[src/rtl/mmio_confreg_pkg.sv]
// mmio_confreg_pkg
//   Shared constants for the memory-mapped configuration register block:
//   register byte offsets relative to BASE_ADDR and the STAT bit layout.
package mmio_confreg_pkg;

    localparam logic [31:0] OFF_SW    = 32'h0000_0000;  // debounced switches, RO
    localparam logic [31:0] OFF_LED   = 32'h0000_0004;  // LED register, RW
    localparam logic [31:0] OFF_TIMER = 32'h0000_0008;  // free-running timer, RW
    localparam logic [31:0] OFF_CMP   = 32'h0000_000C;  // timer compare, RW
    localparam logic [31:0] OFF_STAT  = 32'h0000_0010;  // status, W1C
    localparam logic [31:0] OFF_IEN   = 32'h0000_0014;  // interrupt enable, RW

    localparam int STAT_MATCH = 0;  // STAT bit: timer reached CMP

    localparam logic [31:0] CMP_RST = 32'hFFFF_FFFF;

endpackage

[src/rtl/sw_debounce.sv]
// sw_debounce
//   Brings raw asynchronous switch pins into the clk domain through a 2-flop
//   synchronizer, normalises polarity (1 = switch active), and debounces each
//   bit independently: the output bit follows the synchronized value only
//   after DEB_CYCLES consecutive cycles of disagreement.
// Ports
//   clk     in   sole clock
//   resetn  in   asynchronous active-low reset
//   sw_raw  in   SW_W raw switch pins
//   sw_deb  out  SW_W debounced, polarity-normalised switch state
module sw_debounce #(
    parameter int SW_W       = 8,
    parameter int DEB_CYCLES = 4,
    parameter bit ACTIVE_LOW = 1'b1
) (
    input  logic            clk,
    input  logic            resetn,
    input  logic [SW_W-1:0] sw_raw,
    output logic [SW_W-1:0] sw_deb
);

    localparam int CW = $clog2(DEB_CYCLES + 1);
    localparam logic [CW-1:0] CNT_LAST = CW'(DEB_CYCLES - 1);

    logic [SW_W-1:0] sync1, sync2, sync_val;

    // Synchronizer flops reset to the pin level that reads as inactive,
    // so sync_val starts at 0 and agrees with the debounced state.
    always_ff @(posedge clk or negedge resetn) begin
        if (!resetn) begin
            sync1 <= {SW_W{ACTIVE_LOW}};
            sync2 <= {SW_W{ACTIVE_LOW}};
        end else begin
            sync1 <= sw_raw;
            sync2 <= sync1;
        end
    end

    assign sync_val = ACTIVE_LOW ? ~sync2 : sync2;

    for (genvar i = 0; i < SW_W; i++) begin : g_bit
        logic [CW-1:0] cnt;
        logic          deb_q;

        // The edge that would see the DEB_CYCLES-th disagreement commits the
        // new value directly, giving 2 + DEB_CYCLES cycles pin-to-output.
        always_ff @(posedge clk or negedge resetn) begin
            if (!resetn) begin
                cnt   <= '0;
                deb_q <= 1'b0;
            end else if (sync_val[i] == deb_q) begin
                cnt <= '0;
            end else if (cnt == CNT_LAST) begin
                cnt   <= '0;
                deb_q <= sync_val[i];
            end else begin
                cnt <= cnt + 1'b1;
            end
        end

        assign sw_deb[i] = deb_q;
    end

endmodule

[src/rtl/mmio_confreg.sv]
// mmio_confreg
//   Small MMIO register block: debounced switch readback, LED output
//   register, free-running 32-bit timer with compare-match status and a
//   level interrupt.
// Ports
//   clk     in   sole clock
//   resetn  in   asynchronous active-low reset
//   we      in   write strobe, one write per asserted cycle
//   addr    in   32-bit byte address (full match required)
//   wdata   in   32-bit write data
//   rdata   out  32-bit combinational read data, 0 when unmapped
//   led     out  LED_W LED pins
//   switch  in   SW_W raw switch pins
//   irq     out  level interrupt = STAT.match & IEN[0]
module mmio_confreg
    import mmio_confreg_pkg::*;
#(
    parameter logic [31:0] BASE_ADDR      = 32'h0000_0400,
    parameter int          LED_W          = 16,
    parameter int          SW_W           = 8,
    parameter int          DEB_CYCLES     = 4,
    parameter bit          LED_ACTIVE_LOW = 1'b1,
    parameter bit          SW_ACTIVE_LOW  = 1'b1
) (
    input  logic             clk,
    input  logic             resetn,
    input  logic             we,
    input  logic [31:0]      addr,
    input  logic [31:0]      wdata,
    output logic [31:0]      rdata,
    output logic [LED_W-1:0] led,
    input  logic [SW_W-1:0]  switch,
    output logic             irq
);

    logic [LED_W-1:0] led_reg;
    logic [31:0]      timer, cmp;
    logic             stat_match;
    logic             ien;
    logic [SW_W-1:0]  sw_deb;

    logic sel_sw, sel_led, sel_timer, sel_cmp, sel_stat, sel_ien;

    assign sel_sw    = (addr == BASE_ADDR + OFF_SW);
    assign sel_led   = (addr == BASE_ADDR + OFF_LED);
    assign sel_timer = (addr == BASE_ADDR + OFF_TIMER);
    assign sel_cmp   = (addr == BASE_ADDR + OFF_CMP);
    assign sel_stat  = (addr == BASE_ADDR + OFF_STAT);
    assign sel_ien   = (addr == BASE_ADDR + OFF_IEN);

    sw_debounce #(
        .SW_W       (SW_W),
        .DEB_CYCLES (DEB_CYCLES),
        .ACTIVE_LOW (SW_ACTIVE_LOW)
    ) u_sw_debounce (
        .clk    (clk),
        .resetn (resetn),
        .sw_raw (switch),
        .sw_deb (sw_deb)
    );

    always_ff @(posedge clk or negedge resetn) begin
        if (!resetn) begin
            led_reg <= '0;
            cmp     <= CMP_RST;
            ien     <= 1'b0;
        end else if (we) begin
            if (sel_led) led_reg <= wdata[LED_W-1:0];
            if (sel_cmp) cmp     <= wdata;
            if (sel_ien) ien     <= wdata[0];
        end
    end

    // A load replaces the increment for that cycle.
    always_ff @(posedge clk or negedge resetn) begin
        if (!resetn)              timer <= '0;
        else if (we && sel_timer) timer <= wdata;
        else                      timer <= timer + 32'd1;
    end

    // Compare uses the registered timer, so the flag shows one cycle after
    // equality; a set on the same edge as a W1C takes priority.
    always_ff @(posedge clk or negedge resetn) begin
        if (!resetn)                                    stat_match <= 1'b0;
        else if (timer == cmp)                          stat_match <= 1'b1;
        else if (we && sel_stat && wdata[STAT_MATCH])   stat_match <= 1'b0;
    end

    always_comb begin
        rdata = '0;
        if (sel_sw)         rdata = 32'(sw_deb);
        else if (sel_led)   rdata = 32'(led_reg);
        else if (sel_timer) rdata = timer;
        else if (sel_cmp)   rdata = cmp;
        else if (sel_stat)  rdata[STAT_MATCH] = stat_match;
        else if (sel_ien)   rdata[0] = ien;
    end

    assign led = LED_ACTIVE_LOW ? ~led_reg : led_reg;
    assign irq = stat_match & ien;

endmodule

[config.mk]
export PLATFORM = sky130hd
export DESIGN_NAME = mmio_confreg
export DESIGN_NICKNAME = d
export VERILOG_FILES = /design/src/rtl/mmio_confreg_pkg.sv /design/src/rtl/sw_debounce.sv /design/src/rtl/mmio_confreg.sv
export SDC_FILE = /design/constraint.sdc
export NUM_CORES = 1
export LEC_CHECK = 0
export BUFFER_PORTS_ARGS = -buffer_cell sky130_fd_sc_hd__buf_2
export CORE_ASPECT_RATIO = 2
export CORE_MARGIN = 10
export CORE_UTILIZATION = 49
export DETAILED_ROUTE_END_ITERATION = 6
export GPL_ROUTABILITY_DRIVEN = 0
export GPL_TIMING_DRIVEN = 0
export PLACE_DENSITY = 0.72
export SYNTH_ARGS = -nofsm -noshare
export SYNTH_HDL_FRONTEND = slang
export SYNTH_HIERARCHICAL = 1
export SYNTH_SLANG_ARGS = --single-unit
[constraint.sdc]
create_clock -name clk -period 3.3 [get_ports clk]
set_input_delay 0.66 -clock clk [delete_from_list [all_inputs] [get_ports clk]]
set_output_delay 0.66 -clock clk [all_outputs]
set_load 0.01 [all_outputs]
Word-level counts from Yosys, hierarchy flattened
Cells that the tools add are included.
{"block": "classes", "add_sub_neg": 9, "mul": 0, "div": 0, "magnitude_cmp": 0, "n_eq_ne": 23, "n_shift": 0, "mux": 26, "n_bitwise": 11, "n_reduce_logical": 15}
{"operator": "32-bit by 11-bit equality test with 1-bit output, second input constant", "count": 6}
{"operator": "32-bit 2-to-1 mux", "count": 4}
{"operator": "3-bit 2-to-1 mux", "count": 16}
{"operator": "32-bit by 1-bit adder with 32-bit output, second input constant", "count": 1}
{"operator": "32-bit equality test", "count": 1}
{"operator": "31-bit 2-to-1 mux", "count": 1}
{"operator": "3-bit by 1-bit adder with 3-bit output, second input constant", "count": 8}
{"operator": "3-bit by 2-bit equality test with 1-bit output, second input constant", "count": 8}
{"operator": "2-bit AND reduction", "count": 11}
{"operator": "16-bit inverter", "count": 1}
{"operator": "1-bit equality test", "count": 8}
{"operator": "1-bit inverter", "count": 8}
{"operator": "8-bit inverter", "count": 1}
{"operator": "1-bit 2-to-1 mux", "count": 5}
{"operator": "1-bit logical AND", "count": 3}
{"operator": "2-bit nonzero test", "count": 1}
{"operator": "1-bit AND", "count": 1}
{"block": "totals", "reg_bits": 130, "latch_bits": 0, "mem_bits_rw": 0, "romBits": 0, "inputBits": 75, "out_inout_bits": 49, "elab_cells": 107, "mem_count": 0}

Depth between registers and ports, before layout
{"block": "depth", "depth_word": 7, "ltp_mapped": 7}

Modules after synthesis
The synthesis kept the hierarchy.
{"mod": "mmio_confreg", "n_inst": 1, "cells_each": 493, "area_each_um2": 5006.1, "seq_area_each_um2": 2092.0}
{"mod": "sw_debounce", "n_inst": 1, "cells_each": 124, "area_each_um2": 1911.8, "seq_area_each_um2": 1221.2}

Least setup slack after synthesis
OpenSTA, ideal clock, no wires.
{"block": "synth_path", "path_kind": "input to output", "from": "in addr[21]", "to": "out rdata[6]", "arrival_time_ns": 2.053, "t_required_ns": 2.640, "setup_slack_ns": 0.587, "stages": 5, "path_cell_list": "nor4_2 > nand4_2 > or3_2 > clkbuf_1 > nor2b_1"}
{"block": "synth_via", "elab_chain_len": 5, "word_cells_on_any_way": 8, "classes_between": "eq/ne: 4; mux: 4"}
{"element": "from (decl)", "line_no": "mmio_confreg.sv:28", "source": "input logic [31:0] addr,"}
{"element": "32-bit by 11-bit equality test with 1-bit output", "line_no": "mmio_confreg.sv:47", "source": "assign sel_cmp = (addr == BASE_ADDR + OFF_CMP);"}
{"element": "31-bit 2-to-1 mux", "line_no": "mmio_confreg.sv:94", "source": "else if (sel_cmp) rdata = cmp;"}
{"element": "32-bit 2-to-1 mux", "line_no": "mmio_confreg.sv:93", "source": "else if (sel_timer) rdata = timer;"}
{"element": "32-bit 2-to-1 mux", "line_no": "mmio_confreg.sv:92", "source": "else if (sel_led) rdata = 32'(led_reg);"}
{"element": "32-bit 2-to-1 mux *", "line_no": "mmio_confreg.sv:91", "source": "if (sel_sw) rdata = 32'(sw_deb);"}
{"element": "to (decl)", "line_no": "mmio_confreg.sv:30", "source": "output logic [31:0] rdata,"}
Every way passes the cells marked *; elsewhere a longest branch is shown, timed or not.

Worst setup path in the final report
{"block": "layout_path", "from": "in addr[3]", "to": "out rdata[6]"}
The elaborated chain is that of the path after synthesis.

==> results_dict.tcl <==
set metrics [dict create \
    status "completed" \
    grt_pass1_vias 5747 \
    fmax_ghz 0.309 \
    reg2regPathDepth 6 \
    first_iter_violations 221 \
    overflow 0 \
    reg_top3 "cmp: 32 flops, timer: 32 flops, u_sw_debounce/g_bit.cnt: 24 flops" \
    grt_use_met1_pct 19.2 \
    fin_util_pct 60.6 \
    worstSkewPairLatency_ps 420 \
    rsz0062_at_grt "false" \
    ant_nets 0 \
    core_area_mm2 0.0139 \
    dpl_cell_area_mm2 0.00780 \
    antenna_found_initial 1 \
    dr.pass1.iters 6 \
    post_synth.cell_area_avg_um2 11.2 \
    final_area_mm2 0.00842 \
    p_sw_mw 1.10 \
    portBuffers 122 \
    slew_viol_final 0 \
    ys_warn_count 6 \
    setup_viol 0 \
    power_leakage_nw 3.78 \
    clock-root-buffer "clkbuf_16" \
    fin_skew_ps 8.97 \
    final_nets 843 \
    p_sw_share_pct 25.2 \
    grt_pass1_wl_um 30200 \
    period_share_pct 98.0 \
    syn2layout_area_growth_pct 21.7 \
    peakVddDrop_mv 0.374 \
    place_inst 929 \
    path_max_fanout 10 \
    finalWorstSetupSlack_ps 65.1 \
    dieArea_mm2 0.0196 \
    syn_area_mm2 0.00692 \
    synthesis.nets 701 \
    synth_edf_count 0 \
    dp_hpwl_um 14300 \
    power_density_mw_per_mm2 520 \
    vias_per_cell 5.40 \
    whs_ps 157 \
    drv_cap 0 \
    seq_area_frac_synth_pct 47.9 \
    fp.dieW_um 104 \
    p_clk_share_pct 44.2 \
    fin_crit_ps 3230 \
    cts_tree "yes" \
    clk_path_buf_depth 2 \
    async_flop_share_pct 100 \
    worst_pin_slew_ps 795 \
    cp-end-kind "output port" \
    critPathKind "in -> out" \
    synth-seq-cells 130 \
    finalHoldViolCount 0 \
    io_pins 124 \
    post_drt_wl_per_cell_um 19.7 \
    ys_types 48 \
    intPower_mw 3.27 \
    synth_ff_type "dfrtp_1" \
    routed_wl_um 18900 \
    use_met3_pct 4.46 \
    instances_no_fill 962 \
    hp-class "in -> async" \
    post-route-drc-count 0 \
    drive_gt1_share_pct 40.2 \
    grt_usage_pct 19.4 \
    critPathRequiredTime_ps 2640 \
    slew_headroom_pct 46.6 \
    syn_inst 617 \
    clk_pin_slew_ps 60 \
    met2_usage_pct 36.1 \
    grt_max_degree 92 \
    initial_core_util_pct 49.8 \
    vias 5197 \
    dp_slack_ps -71.6 \
    fp-row-count 61 \
    fp.dieH_um 188 \
    seqPwrFrac_pct 42.3 \
    pwr-share-comb_pct 13.4 \
    cts-htree-levels 4 \
    arrival_ps 2570 \
    cts_buffers 17 \
    start_kind "input pin" \
    cts.sinks 130 \
    busiest_layer "met2" \
]
==> per-layer routing <==
metal,share of wire (%),vias to the layer above
met4,4.6,0
li1,-,2411
met1,36,2573
met5,0,-
met3,3.8,60
met2,56,153
==> worst max-delay path: stages <==
cell      delay (ps)
buf_2            180
clkbuf_1         500
buf_1            510
mux4_2           420
nor2b_1          150
buf_2            150
==> placed cells by master, fill, tap and decap left out, drive strengths merged, types with 31 or more instances in the layout <==
cell    count
clkbuf     37
dfstp      48
xor2       47
buf       143
inv        31
mux2       49
nor2       37
dfrtp      82
o21ai      38
nand2      55
==> final cells by class <==
class	count	area, µm²
Clock buffer	19	453
Timing Repair Buffer	124	652
Tap cell	189	236
Fill cell	1180	5470
Sequential cell	130	3310
Buffer	37	210
Multi-Input combinational cell	420	3280
Clock inverter	13	158
Inverter	29	109
Antenna cell	1	2.50
==> metrics by stage <==
stage | setup TNS (ps) | total power [mW]
5_1_grt | 0 | 4.56
3_3_place_gp | -2330 | 2.40
2_1_floorplan | 0 | 2.26
6_report | 0 | 4.38
3_5_place_dp | -71.6 | 2.46
4_1_cts | 0 | 4.41
==> synth_stat cells (all sizes together) (2+ instances only) <==
cell / n / share of area [%]
dfrtp: 82 / 30
nand2: 55 / 3.0
mux2: 49 / 8.5
dfstp: 48 / 18
xor2: 47 / 6.4
o21ai: 38 / 2.7
nor2: 37 / 2.1
inv: 29 / 1.6
mux2i: 25 / 3.6
nor4: 25 / 2.9
xnor2: 23 / 2.9
nor3: 20 / 1.7
buf: 19 / 2.0
clkbuf: 19 / 1.0
nor2b: 17 / 2.0
nor3b: 12 / 2.2
nand3: 10 / 0.72
ha: 9 / 1.6
nand4: 9 / 0.90
a22oi: 8 / 0.87
mux4: 7 / 2.3
a21oi: 5 / 0.36
and3: 4 / 0.36
or3: 4 / 0.38
and2: 3 / 0.27
and4: 3 / 0.38
nand2b: 3 / 0.27
or2: 2 / 0.22
==> timing repair <==
| action | 4_1_cts | 5_1_grt |
|---|---|---|
| endpoints found under the setup margin | 1 | 13 |
| hold buffers | 0 | 0 |
| gates resized for setup | 1 | 2 |
| setup buffers | 0 | 1 |
| pin swaps | 0 | 1 |
==> cell families after synthesis <==
group | share of synthesized area, %
AND/OR/NAND/NOR | 17.9
AO/OA/AOI/OAI | 4.23
adder cells (fa/ha/maj) | 1.63
buffers and inverters | 4.63
multiplexers | 14.4
XOR/XNOR | 9.30
flip-flops | 47.9
==> power groups by stage <==
stage,clock (mW),sequential (mW),combinational [mW]
after detailed placement,0,1.87,0.589
final,1.94,1.85,0.588
after floorplan,0,1.85,0.415
after global placement,0,1.86,0.536
after global routing,2.04,1.87,0.649
after CTS,1.96,1.85,0.597
==> worst paths after layout <==
| kind | startpoint | to | slack [ps] |
|---|---|---|---|
| min in group clk | switch[4] | u_sw_debounce/sync1[4] | 340 |
| worst min register to register | u_sw_debounce/sync1[3] | u_sw_debounce/sync2[3] | 360 |
| worst min-delay path | resetn | timer[25] | 160 |
| worst max register to register | timer[9] | timer[29] | 1020 |
| worst max-delay path | addr[3] | rdata[6] | 70 |
| max in group asynchronous | resetn | cmp[12] | 2350 |
No activity file was read; power rests on OpenSTA's default activity.
